## src/rtl/cvae_state_writer.sv

```systemverilog
// cvae_state_writer: buffers CVAE state words through a small FIFO and writes them contiguously into the state SRAM.
module cvae_state_writer #(
   parameter int DATA_WIDTH = 32,
   parameter int ADDR_WIDTH = 16,
   parameter int STATE_DIM  = 13,
   parameter int MAX_STEPS  = 59,
   parameter int FIFO_DEPTH = 4
) (
   input  logic                  clk,
   input  logic                  rst_n,
   input  logic                  start,
   input  logic                  in_valid,
   output logic                  in_ready,
   input  logic [DATA_WIDTH-1:0] in_data,
   input  logic                  in_last,
   output logic                  sram_state_wea,
   output logic [ADDR_WIDTH-1:0] sram_state_addr,
   output logic [DATA_WIDTH-1:0] sram_state_wdata,
   output logic [5:0]            seq_lens,
   output logic                  busy,
   output logic                  finish,
   output logic                  overflow
);
   localparam logic [1:0] IDLE = 2'd0, RUN = 2'd1, DRAIN = 2'd2, DONE = 2'd3;
   localparam int AW = $clog2(FIFO_DEPTH);
   localparam int IW = $clog2(STATE_DIM);
   localparam int VW = $clog2(MAX_STEPS + 1);
   logic [1:0]            state;
   logic [DATA_WIDTH:0]   mem [FIFO_DEPTH];
   logic [AW:0]           wr_ptr, rd_ptr;
   logic [IW-1:0]         acc_idx, word_idx;
   logic [VW-1:0]         acc_vec, vec_cnt;
   logic [ADDR_WIDTH-1:0] base;
   logic                  ovf_seen;
   logic                  empty, full, push, pop, acc_end, acc_term, wr_end;
   logic [DATA_WIDTH:0]   head;
   always_comb begin
      empty    = wr_ptr == rd_ptr;
      full     = (wr_ptr[AW] != rd_ptr[AW]) && (wr_ptr[AW-1:0] == rd_ptr[AW-1:0]);
      in_ready = (state == RUN) && !full;
      push     = in_valid && in_ready && !start;
      pop      = ((state == RUN) || (state == DRAIN)) && !empty && !start;
      head     = mem[rd_ptr[AW-1:0]];
      acc_end  = acc_idx == IW'(STATE_DIM - 1);
      wr_end   = word_idx == IW'(STATE_DIM - 1);
      // input side decides termination so in_ready drops right after the final word
      acc_term = push && acc_end && (in_last || (acc_vec == VW'(MAX_STEPS)));
      busy     = (state == RUN) || (state == DRAIN);
      finish   = state == DONE;
      overflow = (state == DONE) && ovf_seen;
   end
   always_ff @(posedge clk)
      if (push) mem[wr_ptr[AW-1:0]] <= {in_last, in_data};
   always_ff @(posedge clk or negedge rst_n) begin
      if (!rst_n) begin
         state            <= IDLE;
         wr_ptr           <= '0;
         rd_ptr           <= '0;
         acc_idx          <= '0;
         acc_vec          <= '0;
         word_idx         <= '0;
         vec_cnt          <= '0;
         base             <= '0;
         ovf_seen         <= 1'b0;
         seq_lens         <= '0;
         sram_state_wea   <= 1'b0;
         sram_state_addr  <= '0;
         sram_state_wdata <= '0;
      end else begin
         sram_state_wea <= pop;
         if (start) begin
            state    <= RUN;
            wr_ptr   <= '0;
            rd_ptr   <= '0;
            acc_idx  <= '0;
            acc_vec  <= '0;
            word_idx <= '0;
            vec_cnt  <= '0;
            base     <= '0;
            ovf_seen <= 1'b0;
            seq_lens <= '0;
         end else begin
            if (push) begin
               wr_ptr  <= wr_ptr + 1'b1;
               acc_idx <= acc_end ? '0 : acc_idx + 1'b1;
               if (acc_end) acc_vec <= acc_vec + 1'b1;
            end
            if (pop) begin
               rd_ptr           <= rd_ptr + 1'b1;
               sram_state_addr  <= base + ADDR_WIDTH'(word_idx);
               sram_state_wdata <= head[DATA_WIDTH-1:0];
               word_idx         <= wr_end ? '0 : word_idx + 1'b1;
               if (wr_end) begin
                  base    <= base + ADDR_WIDTH'(STATE_DIM);
                  vec_cnt <= vec_cnt + 1'b1;
                  if (vec_cnt != '0) seq_lens <= seq_lens + 6'd1;
                  if (vec_cnt == VW'(MAX_STEPS)) ovf_seen <= !head[DATA_WIDTH];
               end
            end
            if ((state == RUN) && acc_term) state <= DRAIN;
            if ((state == DRAIN) && empty) state <= DONE;
         end
      end
   end
endmodule

```

## config.mk

```make
export PLATFORM = sky130hd
export DESIGN_NAME = cvae_state_writer
export DESIGN_NICKNAME = d
export VERILOG_FILES = /design/src/rtl/cvae_state_writer.sv
export SDC_FILE = /design/constraint.sdc
export NUM_CORES = 1
export LEC_CHECK = 0
export ABC_CLOCK_PERIOD_IN_PS = 3430
export CAP_MARGIN = 40
export CORE_UTILIZATION = 57
export DETAILED_ROUTE_END_ITERATION = 12
export PLACE_DENSITY = 0.85
export REMOVE_ABC_BUFFERS = 1
export SLEW_MARGIN = 10
export SYNTH_ARGS = -nofsm -noshare
export SYNTH_HDL_FRONTEND = slang
export SYNTH_SLANG_ARGS = --single-unit
```

## constraint.sdc

```tcl
create_clock -name clk -period 3.43 [get_ports clk]
set_input_delay 0.686 -clock clk [delete_from_list [all_inputs] [get_ports clk]]
set_output_delay 0.686 -clock clk [all_outputs]
set_load 0.1 [all_outputs]
```

==> results of run 1 <==
[sequential cells by signal, summed over array words and instances (netlist names)]
| name | cells |
|---|---|
| base | 16 |
| sram_state_wea | 1 |
| ovf_seen | 1 |
| wr_ptr | 3 |
| word_idx | 4 |
| sram_state_wdata | 32 |
| seq_lens | 6 |
| sram_state_addr | 16 |
| acc_idx | 4 |
| vec_cnt | 6 |
| rd_ptr | 3 |
| mem | 132 |
| acc_vec | 6 |
| state | 2 |
[area by class of cell]
class | instances | area [µm²] | area share (%)
Timing Repair Buffer | 145 | 1570 | 12.7
Clock buffer | 26 | 608 | 4.91
Inverter | 15 | 56.3 | 0.454
Sequential cell | 232 | 6470 | 52.2
Tap cell | 220 | 275 | 2.22
Multi-Input combinational cell | 348 | 3210 | 25.9
Clock inverter | 18 | 208 | 1.68
[worst paths after layout]
path / end
max reg2reg: seq_lens[1]
min: seq_lens[2]
min in group clk: sram_state_addr[8]
min reg2reg: sram_state_addr[8]
max: in_ready
max in group asynchronous: rd_ptr[1]
[layout by cell type (no fill, tap or decap), types with 15 or more instances in the layout]
cell type,instances
edfxtp_1,132
dfrtp_1,98
clkdlybuf4s50_1,73
nor2_1,42
buf_8,39
xor2_1,37
nand2_1,36
mux4_2,33
buf_4,31
mux2_4,30
clkbuf_16,24
ha_1,21
a21oi_1,18
o21ai_0,16
inv_1,15
[metrics by stage]
stage	setup slack [ns]	total power [mW]
detailed placement	0.690	8.00
CTS	0.829	10.7
global placement	0.811	7.29
floorplan	-0.746	6.48
finish	0.839	10.6
global route	0.742	11.0
[kinds of logic (layout without fill, tap and decap cells)]
logic type      count (synthesis)  in the layout  share of synthesized area, %
simple gates                  123            123                          5.92
xor+xnor                       46             46                          4.45
compound gates                 83             83                          5.84
buf+inv                        46            204                          2.31
flops                         232            232                          65.4
fa+ha+maj                      22             22                          2.86
mux                            74             74                          13.2
[synthesized netlist by cell type, types with 9 or more instances]
cell | n | area share (%)
edfxtp_1 | 132 | 40
dfrtp_1 | 100 | 25
nor2_1 | 42 | 1.6
xor2_1 | 37 | 3.3
nand2_1 | 36 | 1.4
mux4_2 | 33 | 7.5
mux2_4 | 30 | 4.6
ha_1 | 21 | 2.7
a21oi_1 | 18 | 0.91
o21ai_0 | 16 | 0.81
clkbuf_1 | 15 | 0.57
inv_1 | 15 | 0.57
o21ai_1 | 14 | 0.71
o211ai_1 | 13 | 0.99
nand3_1 | 9 | 0.46
nand4_1 | 9 | 0.57
[worst reg2reg max path: cells and delay by family (launching register included)]
| kind | cells | cell delay (ns) |
|---|---|---|
| xor+xnor | 1 | 0.46 |
| simple gates | 2 | 0.98 |
| flops | 1 | 0.42 |
| compound gates | 2 | 0.61 |
[per-layer routing]
layer,routed length (µm),track usage (%)
met1,7920,29.5
met2,10800,41.8
met3,899,3.69
met4,406,6.38
met5,0,0
[power by group]
group / internal, mW / total [mW] / switching [mW] / leakage, nW
registers: 3.29 / 3.51 / 0.222 / 2.50
logic: 1.76 / 4.47 / 2.71 / 1.96
clock network: 1.59 / 2.66 / 1.06 / 0.394
==> results.md, run 1 <==
* First-pass GRT wire length at 31.9 mm
* Clock-pin transition on the worst setup and hold timing paths at 0.06 ns
* Pins Over Slew Limit at 0
* Final Hold Fails at 0
* Critical Path Source: wr_ptr[2]
* Mapped Cells at 626
* Final core occ at 74.0%
* Maximum clock path buffer count at 3
* Drc violations at 0
* CORE AREA at 16800 µm²
* Slowest CP cell: xor2_1
* Num rows at 47
* Final Cell Area at 12400 µm²
* DP Area at 11600 µm²
* Largest net degree at the start of global routing at 53
* Die Height at 134 µm
* Achievable Freq at 386 MHz
* Synth Cell Area at 9890 µm²
* Via-per-instance ratio at 5.68
* Root Buffer Master: clkbuf_16
* Vias in the first global route at 5906
* Initial antenna violation count at 0
* CP endpoint kind: output port
* Leakage dissipation at 4.86 nW
* Avg Cell Area, Syn at 15.8 µm²
* Final Skew at 0.0179 ns
* Crit Reg-Reg Startpoint: wr_ptr[2]
* # port buffers at 95
* ANT cells at 0
* Final Non-Filler Cells at 1004
* Yosys warns at 0
* Clock period minus worst slack at 2.59 ns
* CTS tree: done
* Fin crit share at 75.5%
* H-tree depth at 1
* Worst skew pair latency at 0.52 ns
* Number of synthesized flops with an enable pin at 132
* R2r setup slk at 0.85 ns
* Worst path bufs/invs at 1
* Setup CP Type: flop to output port
* Async SR Flop Fraction at 43.1%
* CTS resizes at 0
* Fillers at 981
* Initial Utilization at 59.0%
* Drt first-iter violations at 346
* Status: finished, final reports clean
* Worst path depth at 3
* Required @ worst endpoint at 2.74 ns
* Worst EP arrival at 1.90 ns
* CTS buffer count at 24
* Placed cells at 960
* Slew @ Worst Pin at 0.860 ns
* Crit-path max cell delay at 0.45 ns
* Flops & latches, synth at 232
* Pwr dens at 858 nW/µm²
* Final GP Congestion at 0.856
* Congestion Overflow GR at 0
* # Post-CTS Setup Buffers at 0
* Final WL at 20.0 mm
* Top_reg_cell synth: edfxtp_1
* DRT Pass-1 Iters at 5
* Dpl hpwl at 12.8 mm
* VDD IR-drop max at 0.967 mV
* Slew HR at 42.6%
* GRT Total Usage at 23.4%
* CTS Hold Bufs at 0
* Seq/Total Area, Yosys at 65.4%
* Startpoint Class: flop
* R2R cell count at 5
* Die width at 134 µm
* Die ar. at 17900 µm²
* Crit path cell chain: xor2_1 > a31oi_4 > buf_4
* WL per Instance at 19.9 µm
* Final setup violation count at 0
* Clock Sinks at 232
* Layout area overhead at 25.3%
* NumNets Final at 825
* Setup Total Neg Slack at 0 ns
* Hold Path Class: primary input to asynchronous set/reset pin
* Post-route ant nets at 0
* Worst-path fanout max at 4
* Max-cap violations at 0
* RSZ-0062 raised after global routing: false
* Via count at 5702
* Netlist cell types at 57
* Io pins at 96
* Layout cells sized above 1 at 24.4%
* Worst hold slack at 0.212 ns
* Delay-heaviest family, CP: XOR/XNOR gates
(Power assumes the default switching activity.)
==> run 2, diff against run 1 <==
Settings changed: ABC_CLOCK_PERIOD_IN_PS 3430 to 2600.
Clock period 3.43 ns to 2.6 ns, I/O delays scaled along.
==> run 2 against run 1 <==
- register-to-register slack got worse by 0.62 ns
- combinational power grew 12%
- clock-buffer cell count increased by 10
- clock power is 30% higher
- critical endpoint is now mem[2][11]
- core utilization decreased by 3.2 points
- critical path type is now flop to flop
- global-route usage is 0.43 points lower
- first-iteration DRC count decreased by 16%
- final cell count down 3.2%
==> results.md, run 2 (synthesized netlist as in run 1, its figures left out) <==
* RSZ-0062 raised after global routing: false
* Critical Path Source: wr_ptr[0]
* Slew HR at 54.3%
* Final setup violation count at 0
* Initial antenna violation count at 0
* Congestion Overflow GR at 0
* Required @ worst endpoint at 2.80 ns
* Worst skew pair latency at 0.52 ns
* Fin crit share at 91.0%
* Slew @ Worst Pin at 0.685 ns
* Worst EP arrival at 2.57 ns
* # port buffers at 95
* Clock-pin transition on the worst setup and hold timing paths at 0.06 ns
* WL per Instance at 20.1 µm
* CTS buffer count at 24
* H-tree depth at 1
* Die width at 134 µm
* DRT Pass-1 Iters at 4
* Drc violations at 0
* Setup Total Neg Slack at 0 ns
* Vias in the first global route at 6038
* Status: finished, final reports clean
* Crit Reg-Reg Startpoint: wr_ptr[0]
* Worst-path fanout max at 26
* Hold Path Class: primary input to flop
* Post-route ant nets at 0
* Final Hold Fails at 0
* Leakage dissipation at 4.69 nW
* Largest net degree at the start of global routing at 50
* CTS resizes at 0
* Layout area overhead at 19.9%
* Pins Over Slew Limit at 0
* Hold Crit Start: start
* Io pins at 96
* Final Skew at 0.0193 ns
* Startpoint Class: flop
* Commonest non-fill, non-tap cell in the layout: edfxtp_1
* Die Height at 134 µm
* Max-cap violations at 0
* NumNets Final at 793
* Most frequent cells in the layout: edfxtp_1 (132), dfrtp_1 (98), buf_4 (69)
* Maximum clock path buffer count at 3
* Final WL at 19.5 mm
* Root Buffer Master: clkbuf_16
* Dpl hpwl at 12.5 mm
* Drt first-iter violations at 291
* Final GP Congestion at 0.780
* GRT Total Usage at 22.9%
* Achievable Freq at 423 MHz
* Layout cells sized above 1 at 26.1%
* Worst hold slack at 0.408 ns
* R2r setup slk at 0.23 ns
* Setup CP Type: flop to flop
* Max reg flops at 132
* VDD IR-drop max at 0.953 mV
* Die ar. at 17900 µm²
* Via count at 5617
* Num rows at 47
* Via-per-instance ratio at 5.78
* CTS tree: done
* First-pass GRT wire length at 31.7 mm
* Clock Sinks at 232
* CP endpoint kind: flop
* Pwr dens at 1110 nW/µm²
* Initial Utilization at 59.0%
* ANT cells at 0
* Clock period minus worst slack at 2.37 ns
* CORE AREA at 16800 µm²
## run 2: cell types whose count changed in the layout (fill, tap and decap cells not counted), moves of 3 or more
cell / before / now
buf_12: 1 / 8
buf_4: 31 / 69
buf_8: 39 / 0
bufinv_16: 4 / 1
clkbuf_1: 2 / 5
clkbuf_16: 24 / 27
clkbuf_8: 0 / 4
clkdlybuf4s50_1: 73 / 34
## run 2: cell type report
cell class,count,area (µm²)
timing repair buffer,113,1030
clock buffer,36,749
tap,220,275
clock inverter,8,72.6
inverter,15,56.3
fill,1046,4900
multi-input combinational,348,3210
sequential,232,6470
## run 2: through the flow
| step | util (%) | area (µm²) | power [mW] | setup WS (ns) | instances |
|---|---|---|---|---|---|
| floorplan | - | 9720 | 8.55 | -1.58 | 595 |
| global route | 70.8 | 11900 | 13.6 | 0.109 | 972 |
| CTS | 70.8 | 11900 | 13.2 | 0.230 | 972 |
| finish | 70.8 | 11900 | 13.1 | 0.235 | 972 |
| global placement | 65.8 | 11000 | 9.61 | 0.307 | 927 |
| detailed placement | 65.8 | 11000 | 9.75 | 0.249 | 927 |
## run 2: timing repair
action	in CTS	in global routing
endpoints found under the setup margin	0	0
buffers inserted	0	0
hold endpoints to repair	34	0
hold buffers	1	0
## run 2: layer usage
layer / track usage [%] / vias to the layer above / routed length, µm
li1: - / 2552 / -
met1: 29.1 / 2870 / 7850
met2: 40.7 / 163 / 10300
met3: 4.03 / 32 / 1000
met4: 6.00 / 0 / 342
met5: 0 / - / 0
## run 2: critical path, stage by stage, from the launching register on
cell and delay (ns):
dfrtp_1 0.49, xnor2_4 0.25, a31oi_4 0.34, nand2_4 0.14
nor2_1 0.23, and2_2 0.35, buf_12 0.24
## run 2: where the power goes
group,internal (mW),switching (mW),total [mW]
registers,4.34,0.314,4.65
logic,1.63,3.40,5.02
clock network,2.09,1.36,3.46
## run 2: path summary, 6_finish.rpt
kind	end	depth (start not counted)
worst max register to register	mem[2][11]	6
worst min register to register	sram_state_addr[4]	2
min in group asynchronous	seq_lens[4]	2
worst min-delay path	wr_ptr[2]	2
worst max-delay path	mem[2][11]	6
max in group asynchronous	rd_ptr[1]	3
